## config.mk

```make
export PLATFORM = sky130hd
export DESIGN_NAME = exunit
export DESIGN_NICKNAME = d
export VERILOG_FILES = /design/src/rtl/semimips_pkg.sv /design/src/rtl/muldiv.sv /design/src/rtl/exunit.sv
export SDC_FILE = /design/constraint.sdc
export NUM_CORES = 1
export LEC_CHECK = 0
export BUFFER_PORTS_ARGS = -buffer_cell sky130_fd_sc_hd__buf_2
export CAP_MARGIN = 0
export CORE_AREA = 2 2 249 251
export CTS_BUF_LIST = sky130_fd_sc_hd__clkbuf_16
export CTS_CLUSTER_DIAMETER = 150
export DETAILED_ROUTE_END_ITERATION = 8
export DIE_AREA = 0 0 251 253
export HOLD_SLACK_MARGIN = 0.08
export PLACE_DENSITY = 0.59
export SYNTH_ARGS = -nofsm -noshare
export SYNTH_HDL_FRONTEND = slang
export SYNTH_HIERARCHICAL = 1
export SYNTH_SLANG_ARGS = --single-unit
```

## constraint.sdc

```tcl
create_clock -name clk -period 11.96 [get_ports clk]
set_input_delay 1.196 -clock clk [delete_from_list [all_inputs] [get_ports clk]]
set_output_delay 1.196 -clock clk [all_outputs]
set_load 0.05 [all_outputs]
```

## src/rtl/semimips_pkg.sv

```systemverilog
// rtl/semimips_pkg.sv - shared encodings for the semiMIPS execute stage
// Purpose: ALU op, operand-select and destination-select encodings, R-type
//   funct codes, and the multiply/divide FSM state type.
// Ports: none (package).
package semimips_pkg;

  localparam logic [2:0] ALUOP_ADD   = 3'b000;
  localparam logic [2:0] ALUOP_SUB   = 3'b001;
  localparam logic [2:0] ALUOP_AND   = 3'b010;
  localparam logic [2:0] ALUOP_OR    = 3'b011;
  localparam logic [2:0] ALUOP_SLT   = 3'b100;
  localparam logic [2:0] ALUOP_FUNCT = 3'b101;

  localparam logic [1:0] ALUSRC_RT   = 2'b00;
  localparam logic [1:0] ALUSRC_SEXT = 2'b01;
  localparam logic [1:0] ALUSRC_ZEXT = 2'b10;
  localparam logic [1:0] ALUSRC_LUI  = 2'b11;

  localparam logic [1:0] REGDST_RT   = 2'b00;
  localparam logic [1:0] REGDST_RD   = 2'b01;
  localparam logic [1:0] REGDST_RA   = 2'b10;

  localparam logic [5:0] FUNCT_ADD   = 6'b100000;
  localparam logic [5:0] FUNCT_SUB   = 6'b100010;
  localparam logic [5:0] FUNCT_AND   = 6'b100100;
  localparam logic [5:0] FUNCT_OR    = 6'b100101;
  localparam logic [5:0] FUNCT_SLT   = 6'b101010;
  localparam logic [5:0] FUNCT_SLL   = 6'b000000;
  localparam logic [5:0] FUNCT_MULT  = 6'b011000;
  localparam logic [5:0] FUNCT_DIV   = 6'b011010;
  localparam logic [5:0] FUNCT_MFHI  = 6'b010000;
  localparam logic [5:0] FUNCT_MFLO  = 6'b010010;

  typedef enum logic {
    MD_IDLE = 1'b0,
    MD_RUN  = 1'b1
  } md_state_e;

endpackage

```

## src/rtl/muldiv.sv

```systemverilog
// rtl/muldiv.sv - iterative 32-step signed multiply / restoring divide with HI/LO
// Purpose: accepts an operation when idle, runs 32 iterations, writes HI/LO on
//   the final iteration.
// Ports: clk, rst (async active-high), start (request), isdiv (1 = div),
//   a/b (dividend/multiplicand, divisor/multiplier), busy, hi, lo.
module muldiv
  import semimips_pkg::*;
(
  input  logic        clk,
  input  logic        rst,
  input  logic        start,
  input  logic        isdiv,
  input  logic [31:0] a,
  input  logic [31:0] b,
  output logic        busy,
  output logic [31:0] hi,
  output logic [31:0] lo
);

  md_state_e   state_q, state_d;
  logic [4:0]  cnt_q, cnt_d;
  logic        isdiv_q, isdiv_d;
  logic        neg_q, neg_d;     // final product/quotient must be negated
  logic        rneg_q, rneg_d;   // remainder takes the dividend's sign
  logic        dz_q, dz_d;       // divide by zero
  logic [31:0] m_q, m_d;         // multiplicand or divisor magnitude
  logic [63:0] p_q, p_d;         // {upper accumulator/remainder, lower multiplier/quotient}
  logic [31:0] hi_q, hi_d;
  logic [31:0] lo_q, lo_d;

  logic [31:0] a_mag, b_mag;
  logic [63:0] p_sh, p_step, prod_fix;
  logic [32:0] mul_sum, div_diff;

  always_comb begin
    a_mag = a[31] ? -a : a;
    b_mag = b[31] ? -b : b;

    // Multiply: add multiplicand into the upper half when the multiplier LSB
    // is set, then shift the whole pair right (carry enters at the top).
    mul_sum = {1'b0, p_q[63:32]} + {1'b0, (p_q[0] ? m_q : 32'd0)};

    // Divide: shift {rem, dividend} left, trial-subtract, keep on no borrow.
    p_sh     = {p_q[62:0], 1'b0};
    div_diff = {1'b0, p_sh[63:32]} - {1'b0, m_q};

    if (isdiv_q) begin
      p_step = div_diff[32] ? p_sh : {div_diff[31:0], p_sh[31:1], 1'b1};
    end else begin
      p_step = {mul_sum, p_q[31:1]};
    end
    prod_fix = neg_q ? -p_step : p_step;

    state_d = state_q;
    cnt_d   = cnt_q;
    isdiv_d = isdiv_q;
    neg_d   = neg_q;
    rneg_d  = rneg_q;
    dz_d    = dz_q;
    m_d     = m_q;
    p_d     = p_q;
    hi_d    = hi_q;
    lo_d    = lo_q;

    case (state_q)
      MD_IDLE: begin
        if (start) begin
          state_d = MD_RUN;
          cnt_d   = 5'd0;
          isdiv_d = isdiv;
          neg_d   = a[31] ^ b[31];
          rneg_d  = a[31];
          dz_d    = isdiv && (b == 32'd0);
          m_d     = isdiv ? b_mag : a_mag;
          p_d     = {32'd0, (isdiv ? a_mag : b_mag)};
        end
      end
      MD_RUN: begin
        p_d   = p_step;
        cnt_d = cnt_q + 5'd1;
        if (cnt_q == 5'd31) begin
          state_d = MD_IDLE;
          cnt_d   = 5'd0;
          if (isdiv_q) begin
            // Divisor 0 leaves rem = |dividend|, so the sign rule restores it.
            hi_d = rneg_q ? -p_step[63:32] : p_step[63:32];
            lo_d = dz_q ? 32'hFFFF_FFFF : prod_fix[31:0];
          end else begin
            hi_d = prod_fix[63:32];
            lo_d = prod_fix[31:0];
          end
        end
      end
      default: state_d = MD_IDLE;
    endcase
  end

  always_ff @(posedge clk or posedge rst) begin
    if (rst) begin
      state_q <= MD_IDLE;
      cnt_q   <= 5'd0;
      isdiv_q <= 1'b0;
      neg_q   <= 1'b0;
      rneg_q  <= 1'b0;
      dz_q    <= 1'b0;
      m_q     <= 32'd0;
      p_q     <= 64'd0;
      hi_q    <= 32'd0;
      lo_q    <= 32'd0;
    end else begin
      state_q <= state_d;
      cnt_q   <= cnt_d;
      isdiv_q <= isdiv_d;
      neg_q   <= neg_d;
      rneg_q  <= rneg_d;
      dz_q    <= dz_d;
      m_q     <= m_d;
      p_q     <= p_d;
      hi_q    <= hi_d;
      lo_q    <= lo_d;
    end
  end

  assign busy = (state_q == MD_RUN);
  assign hi   = hi_q;
  assign lo   = lo_q;

endmodule

```

## src/rtl/exunit.sv

```systemverilog
// rtl/exunit.sv - semiMIPS execute stage: operand muxes, ALU, regdst, mul/div stall
// Purpose: combinational ALU result and destination register; hosts the
//   multiply/divide unit and raises stall while it is busy.
// Ports: clk, rst (async active-high), EX controls alualtsrc/alusrc/regdst/aluop,
//   funct, operands rsdata/rtdata/imm/shamt, indices rt/rd;
//   outputs aluresult, zero, wreg, stall, busy.
module exunit
  import semimips_pkg::*;
(
  input  logic        clk,
  input  logic        rst,
  input  logic        alualtsrc,
  input  logic [1:0]  alusrc,
  input  logic [1:0]  regdst,
  input  logic [2:0]  aluop,
  input  logic [5:0]  funct,
  input  logic [31:0] rsdata,
  input  logic [31:0] rtdata,
  input  logic [15:0] imm,
  input  logic [4:0]  shamt,
  input  logic [4:0]  rt,
  input  logic [4:0]  rd,
  output logic [31:0] aluresult,
  output logic        zero,
  output logic [4:0]  wreg,
  output logic        stall,
  output logic        busy
);

  logic [31:0] op_a, op_b, hi, lo;
  logic        is_muldiv, is_hilo, md_start;

  always_comb begin
    op_a = alualtsrc ? {27'd0, shamt} : rsdata;
    case (alusrc)
      ALUSRC_RT:   op_b = rtdata;
      ALUSRC_SEXT: op_b = {{16{imm[15]}}, imm};
      ALUSRC_ZEXT: op_b = {16'd0, imm};
      default:     op_b = {imm, 16'd0};
    endcase

    case (regdst)
      REGDST_RD: wreg = rd;
      REGDST_RA: wreg = 5'd31;
      default:   wreg = rt;
    endcase

    is_muldiv = (aluop == ALUOP_FUNCT) && (funct == FUNCT_MULT || funct == FUNCT_DIV);
    is_hilo   = (aluop == ALUOP_FUNCT) && (funct == FUNCT_MFHI || funct == FUNCT_MFLO);
    stall     = (is_muldiv || is_hilo) && busy;
    md_start  = is_muldiv && !busy;

    case (aluop)
      ALUOP_SUB: aluresult = op_a - op_b;
      ALUOP_AND: aluresult = op_a & op_b;
      ALUOP_OR:  aluresult = op_a | op_b;
      ALUOP_SLT: aluresult = {31'd0, $signed(op_a) < $signed(op_b)};
      ALUOP_FUNCT: begin
        case (funct)
          FUNCT_SUB:  aluresult = op_a - op_b;
          FUNCT_AND:  aluresult = op_a & op_b;
          FUNCT_OR:   aluresult = op_a | op_b;
          FUNCT_SLT:  aluresult = {31'd0, $signed(op_a) < $signed(op_b)};
          FUNCT_SLL:  aluresult = op_b << op_a[4:0];
          FUNCT_MULT: aluresult = 32'd0;
          FUNCT_DIV:  aluresult = 32'd0;
          FUNCT_MFHI: aluresult = hi;
          FUNCT_MFLO: aluresult = lo;
          default:    aluresult = op_a + op_b;
        endcase
      end
      default: aluresult = op_a + op_b;
    endcase
    zero = (aluresult == 32'd0);
  end

  muldiv u_muldiv (
    .clk   (clk),
    .rst   (rst),
    .start (md_start),
    .isdiv (funct == FUNCT_DIV),
    .a     (op_a),
    .b     (op_b),
    .busy  (busy),
    .hi    (hi),
    .lo    (lo)
  );

endmodule

```

; ---- Word level (Yosys, flattened, before mapping)
; Cells that the tools add are included.
; Widths: inputs -> output; s select.
[word_totals]
reg_bits = 170
wordCells = 85
out_inout_bits = 40
inputBits = 111
[classes]
mux = 25
shift = 1
addsub = 9
reduce_logical = 16
bitwise_logic = 4
n_eq_ne = 19
n_lt_le_gt_ge = 1
[ops]
columns = cell, n
row1 = $mux 32, 10
row2 = $mux 64, 4
row3 = $pmux 32 s8, 1
row4 = $pmux 32 s5, 1
row5 = $pmux 64 s2, 1
row6 = $neg 32->32, 3
row7 = $pmux 32 s3, 1
row8 = $logic_not 32->1, 2
row9 = $neg 64->64, 1
row10 = $add 32x32->33, 1
row11 = $sub 32x32->33, 1
row12 = $add 32x32->32, 1
row13 = $and 32x32->32, 1
row14 = $lt 32x32->1, 1
row15 = $or 32x32->32, 1
row16 = $shl 32x5->32, 1
row17 = $sub 32x32->32, 1
row18 = $eq 6x5->1 const B, 4
row19 = $eq 6x6->1 const B, 4
row20 = $pmux 5 s2, 2
row21 = $mux 5, 2
row22 = $eq 3x2->1 const B, 2
row23 = $eq 3x3->1 const B, 2
row24 = $logic_not 6->1, 1
row25 = 16 further kinds, 26

; ---- Depth between registers and ports, before layout
[logic_depth]
depth_word = 7
depth_mapped = 24
ltp_nobuf = 21

; ---- By module
; The synthesis kept the hierarchy.
[modules_own_cells]
columns = module, cells_each, instances, area_each_um2, seq_area_each_um2
row1 = muldiv, 1962, 1, 15055.7, 4254.1
row2 = exunit, 1555, 1, 10221.1, 0.0

; ---- Worst setup path before layout
; Ideal clock, no wire load.
[synth_timing]
kind = input to output
from = input alusrc[0]
to = output zero
path_slack_ns = 3.940
t_required_ns = 10.764
cell_stages = 21
arrival_ns = 6.824
n_path_buf = 6
path_cell_list = buf_2 buf_2 buf_2 buf_2 clkbuf_1 o21ai_0 inv_1 ha_1 buf_6 or4b_4 or2_0 o311a_1 o211ai_4 a211oi_1 o221ai_2 nor2b_1 o211ai_1 or4b_1 nor4b_2 nand4bb_1 nor3b_2
[synth_via]
elab_chain_cells = 6
word_cells_on_any_way = 13
cone_classes = add/sub: 2 / order compare: 1 / eq/ne: 2 / shift: 1 / mux: 3 / bitwise: 2 / reduce/logical: 2
[synth_rtl]
columns = item, line_no
row1 = "start, declared", exunit.sv:13  ; input logic [1:0] alusrc,
row2 = "$eq 2x2->1, or another cell as far along", exunit.sv:35  ; case (alusrc)
row3 = $pmux 32 s3 (*), exunit.sv:35
row4 = named net op_b[7], exunit.sv:30  ; logic [31:0] op_a, op_b, hi, lo;
row5 = $lt 32x32->1 or $shl 32x5->32 (tied branches), "exunit.sv:57, exunit.sv:63, exunit.sv:64"
row6 = $pmux 32 s8, exunit.sv:59  ; case (funct)
row7 = $pmux 32 s5 (*), exunit.sv:53  ; case (aluop)
row8 = named net aluresult[0], exunit.sv:23  ; output logic [31:0] aluresult,
row9 = $logic_not 32->1 (*), exunit.sv:74  ; zero = (aluresult == 32'd0);
row10 = "end, declared", exunit.sv:24  ; output logic zero,
; The timed path passes the listed nets; every way through them passes the cells marked *.

; ---- Worst setup path after layout
[layout_timing]
from = input alualtsrc
to = output zero
[layout_via]
elab_chain_cells = 5
word_cells_on_any_way = 10
cone_classes = add/sub: 2 / order compare: 1 / shift: 1 / mux: 3 / bitwise: 2 / reduce/logical: 1
[layout_rtl]
columns = item, line_no
row1 = "start, declared", exunit.sv:12  ; input logic alualtsrc,
row2 = $mux 32 (*), exunit.sv:34  ; op_a = alualtsrc ? {27'd0, shamt} : rsdata;
row3 = "$add 32x32->32, or another cell as far along", "exunit.sv:69, exunit.sv:72"
row4 = $pmux 32 s8, exunit.sv:59
row5 = $pmux 32 s5 (*), exunit.sv:53
row6 = $logic_not 32->1 (*), exunit.sv:74
; Mark *: on every way between the ends. The rest lies on a longest branch, timed or not.

==> run_results.csv <==
group,metric,value,unit
timing,drv_slew,0,
logic_synthesis,synthTopCellsByCount,"383 x nand2_1, 326 x nor2_1, 302 x a21oi_1",
finish,nNetsFinal,3812,
logic_synthesis,synthMuxAreaShare,5.415,%
logic_synthesis,synth-edff-count,0,
timing,worst_pin_slew,1.061,ns
floorplanning,die_h,253,um
logic_synthesis,synth_fa_ha_area_share,8.979,%
worst_setup_path,rr_startpoint,"u_muldiv/m_q[17]",
routing,viasPerCell,6.465,
finish,utilization,44.66,%
logic_synthesis,synth-seq-cells,170,
floorplanning,initial_core_util,41.42,%
logic_synthesis,synth-async-reset-ratio,100.0,%
logic_synthesis,netlist.area_leader.share,16.83,%
finish,instances_no_fill,4326,
logic_synthesis,synth_ff_type,"dfrtp_1",
cts,cts_root_buffer,"clkbuf_16",
logic_synthesis,netlist_area,25280,um2
worst_setup_path,crit_path_start,"alualtsrc",
routing,drcViolationCount,0,
logic_synthesis,syn_area_per_cell,7.187,um2
placement,dp_cells,4293,
logic_synthesis,synth_top_area_cell,"dfrtp_1",
timing,min_period,8.390,ns
floorplanning,die_width,251,um
logic_synthesis,synth_compound_area_share,32.42,%
cts,ctsHtreeMaxLevel,4,
cts,cts_sinks,170,
timing,max-slew-margin-rel,27.45,%
timing,rsz0062_at_grt,"false",
global_route,grt.overflow.total,0,
routing,drtPass1Iterations,8,
logic_synthesis,synth_top_family_by_area,"compound AO/OA/AOI/OAI gates",
status,status,"finished, final reports clean",
timing,period_share,70.15,%
logic_synthesis,synthTopCellsByArea,"dfrtp_1 17%, ha_1 8.7%, a21oi_1 6.0%",
timing,setup_tns,0,ns
timing,finalSetupViolations,0,
worst_setup_path,crit_type,"input pin to output port",
routing,drt_iter0_markers,3327,
routing,totalWireLength,110700,um
timing,skew,0.01667,ns
global_route,antenna_found_initial,2,
pwr,ir_worst_vdd,0.1955,mV
global_route,grt_usage,33.78,%
run,max_cap_violations,0,
floorplanning,rows,91,
worst_setup_path,cp-start-kind,"input pin",
routing,ant_nets,0,
timing,hold_viol,0,
logic_synthesis,synth_seq_area_share,16.83,%
worst_setup_path,crit_required,10.76,ns
finish,area_delta_synth_final,7.821,%
global_route,grt_pass1_wl,164600,um
logic_synthesis,yosys_warnings,6,
worst_setup_path,worst-path-max-fanout,34,
cts,cts_resized,0,
global_route,grt_pass1_vias,25980,
pwr,p_per_area,140.0,nW/um2
floorplanning,core,61030,um2
logic_synthesis,synth_cell_types,114,
worst_setup_path,end_kind,"output port",
finish,drive_gt1_share,10.13,%
timing,fmax,0.1192,GHz
global_route,grt_max_degree,111,
routing,vias,27970,
placement,hpwl,85420,um
cts,clockBufferDepth,2,
worst_setup_path,arrival,7.19,ns
cts,clk_pin_slew,0.07,ns
logic_synthesis,synthSimpleGateAreaFrac,22.44,%
logic_synthesis,synth.most_common_cell,"nand2_1",
cts,post_cts.repair.setup_buffers,0,
placement,io_buffer_count,150,
logic_synthesis,synthesis.nets,3807,
worst_hold_path,hold_start,"u_muldiv/hi[27]",
cts,cts_tree,"built",
cts,cts_hold_buf,0,
floorplanning,io_pins,151,
routing,wire_per_inst,25.58,um
pwr,p_leak,11.25,nW
worst_hold_path,hold_class,"register to register",
logic_synthesis,yosys.area_share.xor_xnor,7.727,%
placement,gp_congestion,1.079,
floorplanning,die_area,63500,um2
logic_synthesis,postSynthCellCount,3517,
cts,clock_latency,0.47,ns
cts,cts_made_buffers,17,
==> sequential cells by signal (all words and copies together) (netlist names) <==
signal	flops
u_muldiv/lo	32
u_muldiv/p_q	64
u_muldiv/isdiv_q	1
u_muldiv/busy	1
u_muldiv/cnt_q	5
u_muldiv/hi	32
u_muldiv/m_q	32
u_muldiv/neg_q	1
u_muldiv/dz_q	1
u_muldiv/rneg_q	1
==> where the power goes <==
group          total [W]  switching, W  internal, W
Combinational    0.00241       0.00159     0.000826
Sequential      0.000791      0.000132     0.000659
Clock           0.000609      0.000288     0.000321
Total            0.00381       0.00201      0.00181
==> cell usage in the layout (no fill, tap or decap), types with 18 or more instances in the layout <==
cell	n
nand2_1	381
nor2_1	324
a21oi_1	300
o21ai_0	281
ha_1	175
dfrtp_1	168
inv_1	158
xnor2_1	150
buf_2	150
mux2i_1	95
a211oi_1	85
nand3_1	76
xor2_1	73
o211ai_1	66
buf_4	65
nor3_1	60
nand2b_1	59
a22oi_1	53
and2_1	51
o31ai_1	47
a21o_1	41
a31oi_1	39
nor2b_1	34
nand4_1	32
or3_1	32
o2111ai_1	31
mux2_2	30
o21a_1	25
o221ai_1	23
and3_1	19
nor4_1	18
o21ai_1	18
==> stage by stage <==
step | area, um2 | setup slack, ns | hold slack (ns) | total power, W
6_report | 27250 | 3.570 | 0.5001 | 0.003815
5_1_grt | 27250 | 3.360 | 0.5225 | 0.004048
4_1_cts | 27250 | 3.756 | 0.4974 | 0.003763
3_5_place_dp | 26620 | 3.775 | 0.4819 | 0.003143
3_3_place_gp | 26620 | 3.845 | 0.4744 | 0.003147
2_1_floorplan | 25280 | 3.940 | 0.4463 | 0.002475
==> final timing paths <==
path	to	slack, ns	cells after the start
max	zero	3.57	17
min reg2reg	u_muldiv/hi[27]	0.50	2
min in group asynchronous	u_muldiv/lo[13]	0.87	2
min	u_muldiv/hi[27]	0.50	2
max in group asynchronous	u_muldiv/busy	9.62	3
max reg2reg	u_muldiv/hi[10]	4.90	18
==> kinds of logic (layout without fill, tap and decap cells) <==
logic type	after synthesis	count (layout)
flip-flops	170	170
other	0	1
AO/OA/AOI/OAI	1238	1238
XOR/XNOR	223	223
adder cells (fa/ha/maj)	179	179
buffers and inverters	393	411
multiplexers	130	130
AND/OR/NAND/NOR	1184	1184
==> worst max-delay path, cell delays in order <==
cell,delay [ns]
buf_2,0.57
mux2_2,0.74
clkinv_1,0.75
fa_1,0.69
o21ba_2,0.25
o221ai_1,0.37
a221oi_1,0.31
o21ba_2,0.31
nor2_1,0.20
o31a_1,0.32
xnor2_1,0.12
nor2_1,0.13
o32ai_1,0.11
o21a_1,0.13
or4_1,0.52
nor3b_2,0.16
buf_2,0.28
==> layout make-up <==
cell class,instances,area (um2)
Tap cell,790,988.4
Sequential cell,170,4262
Multi-Input combinational cell,2954,19500
Antenna cell,1,2.502
Clock inverter,15,205.2
Inverter,164,628.1
Clock buffer,17,425.4
Fill cell,6406,33770
Timing Repair Buffer,215,1239
==> metal layers <==
metal  GRT usage (%)  share of wire, %  up-vias
met2           52.68                44     1492
li1                -                 -    12910
met5               0             0.013        -
met4           15.85               5.1        2
met3           4.965               9.1      267
met1           45.88                42    13300
No activity file was read; power rests on OpenSTA's default activity.
